[config.mk]
export PLATFORM = sky130hd
export DESIGN_NAME = mem_port_arbiter_flat
export DESIGN_NICKNAME = d
export VERILOG_FILES = /design/src/rtl/mem_port_arbiter_if.sv /design/src/rtl/mem_port_arbiter.sv /design/src/flat_wrapper.sv
export SDC_FILE = /design/constraint.sdc
export NUM_CORES = 1
export LEC_CHECK = 0
export CORE_AREA = 2 2 97 99
export CTS_BUF_LIST = sky130_fd_sc_hd__clkbuf_8 sky130_fd_sc_hd__clkbuf_16
export DETAILED_ROUTE_END_ITERATION = 8
export DIE_AREA = 0 0 99 101
export GPL_ROUTABILITY_DRIVEN = 0
export PLACE_DENSITY = 0.64
export SYNTH_ARGS = -nofsm -noshare
export SYNTH_HDL_FRONTEND = slang
export SYNTH_SLANG_ARGS = --single-unit
export TNS_END_PERCENT = 5
[constraint.sdc]
create_clock -name clk_i -period 1.7 [get_ports clk_i]
set_input_delay 0.17 -clock clk_i [delete_from_list [all_inputs] [get_ports clk_i]]
set_output_delay 0.17 -clock clk_i [all_outputs]
set_load 0.01 [all_outputs]
[src/rtl/mem_port_arbiter_if.sv]
// Bus bundle between the IF/LSU requesters, the memory port arbiter and the core memory.
// slave = arbiter view, master = environment view (requesters plus memory).
interface mem_port_arbiter_if #(
    parameter int XLEN   = 32,
    parameter int ADDR_W = 10
);
    logic              if_req_valid_i;
    logic              if_req_ready_o;
    logic [XLEN-1:0]   if_addr_i;
    logic              if_rsp_valid_o;
    logic [XLEN-1:0]   if_rdata_o;

    logic              lsu_req_valid_i;
    logic              lsu_req_ready_o;
    logic              lsu_we_i;
    logic [3:0]        lsu_be_i;
    logic [XLEN-1:0]   lsu_addr_i;
    logic [XLEN-1:0]   lsu_wdata_i;
    logic              lsu_rsp_valid_o;
    logic [XLEN-1:0]   lsu_rdata_o;

    logic              mem_req_o;
    logic              mem_we_o;
    logic [3:0]        mem_be_o;
    logic [ADDR_W-1:0] mem_addr_o;
    logic [XLEN-1:0]   mem_wdata_o;
    logic [XLEN-1:0]   mem_rdata_i;

    modport slave (
        input  if_req_valid_i, if_addr_i,
        input  lsu_req_valid_i, lsu_we_i, lsu_be_i, lsu_addr_i, lsu_wdata_i,
        input  mem_rdata_i,
        output if_req_ready_o, if_rsp_valid_o, if_rdata_o,
        output lsu_req_ready_o, lsu_rsp_valid_o, lsu_rdata_o,
        output mem_req_o, mem_we_o, mem_be_o, mem_addr_o, mem_wdata_o
    );

    modport master (
        output if_req_valid_i, if_addr_i,
        output lsu_req_valid_i, lsu_we_i, lsu_be_i, lsu_addr_i, lsu_wdata_i,
        output mem_rdata_i,
        input  if_req_ready_o, if_rsp_valid_o, if_rdata_o,
        input  lsu_req_ready_o, lsu_rsp_valid_o, lsu_rdata_o,
        input  mem_req_o, mem_we_o, mem_be_o, mem_addr_o, mem_wdata_o
    );
endinterface

[src/rtl/mem_port_arbiter.sv]
// Shares the single-port core memory between instruction fetch and the LSU; round-robin by
// default, fixed LSU priority when MEM_ARB_LSU_PRIO_EN is defined.
module mem_port_arbiter #(
    parameter int XLEN   = 32,
    parameter int ADDR_W = 10
) (
    input logic               clk_i,
    input logic               rst_i,
    mem_port_arbiter_if.slave bus
);

    typedef enum logic [1:0] {IDLE, RSP_IF, RSP_LSU} state_t;

    state_t state;
    logic   lsu_we_q;
    logic   grant_if;
    logic   grant_lsu;

`ifdef MEM_ARB_LSU_PRIO_EN
    assign grant_lsu = !rst_i && bus.lsu_req_valid_i;
    assign grant_if  = !rst_i && bus.if_req_valid_i && !bus.lsu_req_valid_i;
`else
    typedef enum logic {RR_IF, RR_LSU} rr_t;
    rr_t rr_last;

    // On a conflict the requester that was not served last wins.
    assign grant_if  = !rst_i && bus.if_req_valid_i
                       && (!bus.lsu_req_valid_i || rr_last == RR_LSU);
    assign grant_lsu = !rst_i && bus.lsu_req_valid_i
                       && (!bus.if_req_valid_i || rr_last == RR_IF);
`endif

    // Owner of the response returning next cycle; re-evaluated every cycle so grants pipeline.
    always_ff @(posedge clk_i) begin
        // NOTE: non-blocking assignments keep every register sampling pre-edge values.
        if (rst_i) begin
            state    <= IDLE;
            lsu_we_q <= 1'b0;
`ifndef MEM_ARB_LSU_PRIO_EN
            rr_last  <= RR_LSU;
`endif
        end else begin
            if (grant_if) begin
                state <= RSP_IF;
            end else if (grant_lsu) begin
                state <= RSP_LSU;
            end else begin
                state <= IDLE;
            end
            if (grant_lsu) begin
                lsu_we_q <= bus.lsu_we_i;
            end
`ifndef MEM_ARB_LSU_PRIO_EN
            if (grant_if) begin
                rr_last <= RR_IF;
            end else if (grant_lsu) begin
                rr_last <= RR_LSU;
            end
`endif
        end
    end

    always_comb begin
        // NOTE: every output gets a default first so no path can infer a latch.
        bus.if_req_ready_o  = grant_if;
        bus.lsu_req_ready_o = grant_lsu;
        bus.mem_req_o       = grant_if || grant_lsu;
        bus.mem_we_o        = 1'b0;
        bus.mem_be_o        = 4'b0000;
        bus.mem_addr_o      = '0;
        bus.mem_wdata_o     = '0;
        if (grant_if) begin
            bus.mem_addr_o = bus.if_addr_i[ADDR_W+1:2];
        end else if (grant_lsu) begin
            bus.mem_we_o    = bus.lsu_we_i;
            bus.mem_be_o    = bus.lsu_be_i;
            bus.mem_addr_o  = bus.lsu_addr_i[ADDR_W+1:2];
            bus.mem_wdata_o = bus.lsu_wdata_i;
        end
    end

    // Responses are suppressed while reset is held, which also drops a grant made just before it.
    always_comb begin
        bus.if_rsp_valid_o  = !rst_i && (state == RSP_IF);
        bus.lsu_rsp_valid_o = !rst_i && (state == RSP_LSU);
        bus.if_rdata_o      = '0;
        bus.lsu_rdata_o     = '0;
        if (bus.if_rsp_valid_o) begin
            bus.if_rdata_o = bus.mem_rdata_i;
        end
        if (bus.lsu_rsp_valid_o && !lsu_we_q) begin
            bus.lsu_rdata_o = bus.mem_rdata_i;
        end
    end

    // Byte offset and bits above the memory size are intentionally dropped.
    logic unused_addr_bits;
    assign unused_addr_bits = ^{bus.if_addr_i[XLEN-1:ADDR_W+2], bus.if_addr_i[1:0],
                                bus.lsu_addr_i[XLEN-1:ADDR_W+2], bus.lsu_addr_i[1:0]};

endmodule

[src/flat_wrapper.sv]
// flat-port wrapper written by rule: the top's interface ports become plain ports
module mem_port_arbiter_flat 
#(
    parameter int XLEN   = 32,
    parameter int ADDR_W = 10
)
  (clk_i, rst_i, bus_if_req_valid_i, bus_if_addr_i, bus_lsu_req_valid_i, bus_lsu_we_i, bus_lsu_be_i, bus_lsu_addr_i, bus_lsu_wdata_i, bus_mem_rdata_i, bus_if_req_ready_o, bus_if_rsp_valid_o, bus_if_rdata_o, bus_lsu_req_ready_o, bus_lsu_rsp_valid_o, bus_lsu_rdata_o, bus_mem_req_o, bus_mem_we_o, bus_mem_be_o, bus_mem_addr_o, bus_mem_wdata_o);
  mem_port_arbiter_if #(.XLEN(XLEN), .ADDR_W(ADDR_W)) bus_i ();
  input logic clk_i;
  input logic rst_i;
  input wire logic [$bits(bus_i.if_req_valid_i)-1:0] bus_if_req_valid_i;
  input wire logic [$bits(bus_i.if_addr_i)-1:0] bus_if_addr_i;
  input wire logic [$bits(bus_i.lsu_req_valid_i)-1:0] bus_lsu_req_valid_i;
  input wire logic [$bits(bus_i.lsu_we_i)-1:0] bus_lsu_we_i;
  input wire logic [$bits(bus_i.lsu_be_i)-1:0] bus_lsu_be_i;
  input wire logic [$bits(bus_i.lsu_addr_i)-1:0] bus_lsu_addr_i;
  input wire logic [$bits(bus_i.lsu_wdata_i)-1:0] bus_lsu_wdata_i;
  input wire logic [$bits(bus_i.mem_rdata_i)-1:0] bus_mem_rdata_i;
  output wire logic [$bits(bus_i.if_req_ready_o)-1:0] bus_if_req_ready_o;
  output wire logic [$bits(bus_i.if_rsp_valid_o)-1:0] bus_if_rsp_valid_o;
  output wire logic [$bits(bus_i.if_rdata_o)-1:0] bus_if_rdata_o;
  output wire logic [$bits(bus_i.lsu_req_ready_o)-1:0] bus_lsu_req_ready_o;
  output wire logic [$bits(bus_i.lsu_rsp_valid_o)-1:0] bus_lsu_rsp_valid_o;
  output wire logic [$bits(bus_i.lsu_rdata_o)-1:0] bus_lsu_rdata_o;
  output wire logic [$bits(bus_i.mem_req_o)-1:0] bus_mem_req_o;
  output wire logic [$bits(bus_i.mem_we_o)-1:0] bus_mem_we_o;
  output wire logic [$bits(bus_i.mem_be_o)-1:0] bus_mem_be_o;
  output wire logic [$bits(bus_i.mem_addr_o)-1:0] bus_mem_addr_o;
  output wire logic [$bits(bus_i.mem_wdata_o)-1:0] bus_mem_wdata_o;
  assign bus_i.if_req_valid_i = bus_if_req_valid_i;
  assign bus_i.if_addr_i = bus_if_addr_i;
  assign bus_i.lsu_req_valid_i = bus_lsu_req_valid_i;
  assign bus_i.lsu_we_i = bus_lsu_we_i;
  assign bus_i.lsu_be_i = bus_lsu_be_i;
  assign bus_i.lsu_addr_i = bus_lsu_addr_i;
  assign bus_i.lsu_wdata_i = bus_lsu_wdata_i;
  assign bus_i.mem_rdata_i = bus_mem_rdata_i;
  assign bus_if_req_ready_o = bus_i.if_req_ready_o;
  assign bus_if_rsp_valid_o = bus_i.if_rsp_valid_o;
  assign bus_if_rdata_o = bus_i.if_rdata_o;
  assign bus_lsu_req_ready_o = bus_i.lsu_req_ready_o;
  assign bus_lsu_rsp_valid_o = bus_i.lsu_rsp_valid_o;
  assign bus_lsu_rdata_o = bus_i.lsu_rdata_o;
  assign bus_mem_req_o = bus_i.mem_req_o;
  assign bus_mem_we_o = bus_i.mem_we_o;
  assign bus_mem_be_o = bus_i.mem_be_o;
  assign bus_mem_addr_o = bus_i.mem_addr_o;
  assign bus_mem_wdata_o = bus_i.mem_wdata_o;
  mem_port_arbiter #(.XLEN(XLEN), .ADDR_W(ADDR_W)) u_core (.clk_i(clk_i), .rst_i(rst_i), .bus(bus_i));
endmodule
==> results.txt <==
----------------------------------------------------
[Outcome]
  Status ... complete, but fails checks
  Violations in the final reports ... negative setup slack

[Worst hold path]
  HP Class ... input port to flop

[Layout]
  Leading cell types in the layout, fill and taps excluded ... and2_1, clkdlybuf4s50_1, buf_2, dlygate4sd2_1, clkbuf_2
  Number of fillers in the final layout ... between 1,000 and 1,500
  FF+latch area ... roughly 84 um2
  Area of combinational cells with multiple inputs ... about 900 um2
  Number of standard cells in the final layout excluding fillers ... 490
  Most common cell after layout, fill and taps aside ... and2_1
  Post-layout nets ... 518
  Diodes inserted ... 0
  Post-Route Utilization ... 0.350
  Area growth from synthesis to layout ... 200%
  Share of cells above drive strength 1 ... 0.311

[Routing]
  Average vias per placed instance ... 3.87
  Vias ... approximately 1,900
  Number of nets with antenna violations after routing ... 0
  Wire length per cell ... about 14 um
  Drt drc ... 0
  1st-iter DRT viols ... 21
  WL final ... 6710 um
  Total iterations of the first detailed-routing run ... 4

[Synthesis]
  Synth unique cells ... 18
  Post-synth ARST share ... 0
  Post-synthesis sequential element count ... 4
  Prevailing post-synth register cell ... dfxtp_1
  Total nets after synthesis ... between 200 and 300
  Syn Inst Count ... ~160
  Post-synth EDFFs ... 0
  Warning count from the yosys run ... 0
  Sequential cell area fraction in the yosys report ... 0.0764
  Most area-hungry cell type in the Yosys netlist ... and2_1
  Post-Synthesis Mean Instance Area ... 6.64 um2
  Summed instance area of the synthesized netlist ... around 0.0010 mm2
  Largest cells by area after synthesis ... and2_1, a32oi_1, dfxtp_1
  Area share of the leading cell type in the synthesized netlist ... 0.591

[Worst setup path]
  Crit path max-delay family ... simple AND/OR/NAND/NOR gates
  Crit path buf inv count ... 4
  Worst path slowest cell ... or3b_4
  Maximum fanout along the worst path ... 8
  Kind of end point of the critical path ... output port
  Most used cell, CP ... buf_6
  Category of the most critical setup path ... flop to output port
  Crit path launch type ... flop
  CP max stage delay ... ~410 ps
  Arrival time at the worst endpoint ... 1590 ps
  Required time worst endpoint ... about 1500 ps
  Ordered list of cells on the worst path ... or3b_4, nor2_4, buf_6, buf_16, buf_6, and2_4, buf_6

[Floorplan]
  Row cnt ... 35
  Boundary pin count ... 253
  Overall die height ... roughly 100 um
  Chip width ... ~99 um
  Die Area ... 0.0100 mm2
  Initial core utilization ... 0.117
  Placeable core area ... 0.00898 mm2

[Pwr]
  Sw Pwr ... between 0.0002 and 0.00025 W
  Cell leakage power ... about 1.7 nW
  Sequential power share ... 0.123
  Clock network power share ... 0.228
  Switching portion of total power ... 0.288
  Total internal power ... around 0.00062 W
  Combinational share of power ... 0.649
  Sum of internal, switching and leakage power ... 0.000864 W
  Maximum resistive drop on vdd ... roughly 230 uV
  Total power density per cell area ... 275 mW/mm2

[STA]
  Measured slew at the worst slew-check pin ... 194 ps
  Max Clk Rate ... roughly 0.57 GHz
  Post-route worst hold slack ... about 510 ps
  Minimum period implied by the final worst setup slack ... 1760 ps
  Setup Skew ... around 1.3 ps
  Slack of the critical path ... -62.7 ps
  Post-route clock period utilization ... 1.04
  Setup violation total in the final timing report ... 25
  Final hold violations ... 0
  Headroom to the max-slew limit ... 0.871
  RSZ-0062 raised after global routing ... yes
  Final slew viol count ... 0

[Placed design]
  Final HPWL from detailed placement ... around 5000 um
  Port Buffer Count ... around 210
  Placed cells ... ~480
  Pre-CTS WS ... -438 ps

[Clock tree]
  CTS H-tree lvls ... 1
  Largest buffer count on any clock path ... 2
  Number of CTS-inserted buffers ... 3
  TritonCTS clock tree ... built
  Clock sink total ... 4
  Hold_buf cts ... 0
  Skew-Pair Late Insertion Delay ... roughly 210 ps
  Clock tree root buffer cell ... clkbuf_8
  Clock transition at the register clock pins on the worst setup and hold paths after CTS ... roughly 30 ps

[Global routing]
  Via count of the first global-routing pass ... between 1,500 and 2,000
  Initial antenna violation count ... 0
  Maximum number of pins on one net before global-route repair ... 20
  Global-route congestion overflow total ... 0
  Wire length of the first global-routing pass ... between 9000 and 10,000 um
  All-Layer GR Usage ... 0.114

[Job]
  Max-cap violation count ... 0

----------------------------------------------------
## state kept, by name, indices dropped and copies added (netlist names)
| name | cells |
|---|---|
| u_core.state | 2 |
| u_core.lsu_we_q | 1 |
| u_core.rr_last | 1 |
## synthesized netlist by cell type (2+ instances only)
cell type  instances
dfxtp_1            4
buf_6              4
buf_2              3
a32oi_1           10
nand2b_1           2
nor2_1            15
and2_1            99
clkbuf_1           8
and3b_1            3
nand2_1            2
## tightest hold or removal path: stages
cell and delay, ps:
dlygate4sd2_1 250, buf_4 140, o21ai_0 70, nand2b_1 60
## metal layers
| metal | vias to the layer above | wire [um] | global-route usage |
|---|---|---|---|
| met3 | 4 | 689 | 0.0257 |
| met4 | 0 | 45 | 0.0126 |
| met5 | - | 0 | 0 |
| met2 | 112 | 3490 | 0.221 |
| li1 | 948 | - | - |
| met1 | 834 | 2490 | 0.131 |
## final cells by class
class | instances | area share
flip-flops and latches | 4 | 0.0267
inverters | 1 | 0.00119
multi-input cells | 138 | 0.283
repair buffers | 233 | 0.632
well taps | 111 | 0.0442
clock buffers | 3 | 0.0131
## worst paths after layout
kind,cells past startpoint,slack (ps),from,to
worst max-delay path,7,-60,u_core.state[0],bus_lsu_rdata_o[15]
worst min-delay path,4,510,bus_lsu_req_valid_i,u_core.rr_last
worst max register to register,6,520,u_core.rr_last,u_core.lsu_we_q
worst min register to register,2,520,u_core.rr_last,u_core.rr_last
## metrics by stage
| step | instance area [um2] | setup TNS [ps] |
|---|---|---|
| after global routing | 3140 | -2790 |
| after detailed placement | 3310 | -38210 |
| final | 3140 | -600 |
| after global placement | 3310 | -37680 |
| after floorplan | 1050 | 0 |
| after CTS | 3340 | -1050 |
## what timing repair did
action	in CTS	in global routing
gates resized for setup	270	71
pin swaps	5	3
setup buffers	6	2
setup endpoints to repair	116	82
gates cloned	4	1
## kinds of logic after synthesis
logic type,share of synthesized area
flip-flops,0.0764
AO/OA/AOI/OAI,0.0955
multiplexers,0.00955
AND/OR/NAND/NOR,0.729
buffers and inverters,0.0895
## power by group through the flow
| stage | clock (W) | combinational [W] | sequential, W |
|---|---|---|---|
| final | 0.000197 | 0.000561 | 0.000106 |
| after global placement | 0 | 0.000579 | 0.000107 |
| after CTS | 0.000203 | 0.000577 | 0.000106 |
| after detailed placement | 0 | 0.000585 | 0.000107 |
| after floorplan | 0 | 0.000166 | 0.000105 |
| after global routing | 0.000210 | 0.000605 | 0.000108 |
No activity file was read; power rests on OpenSTA's default activity.
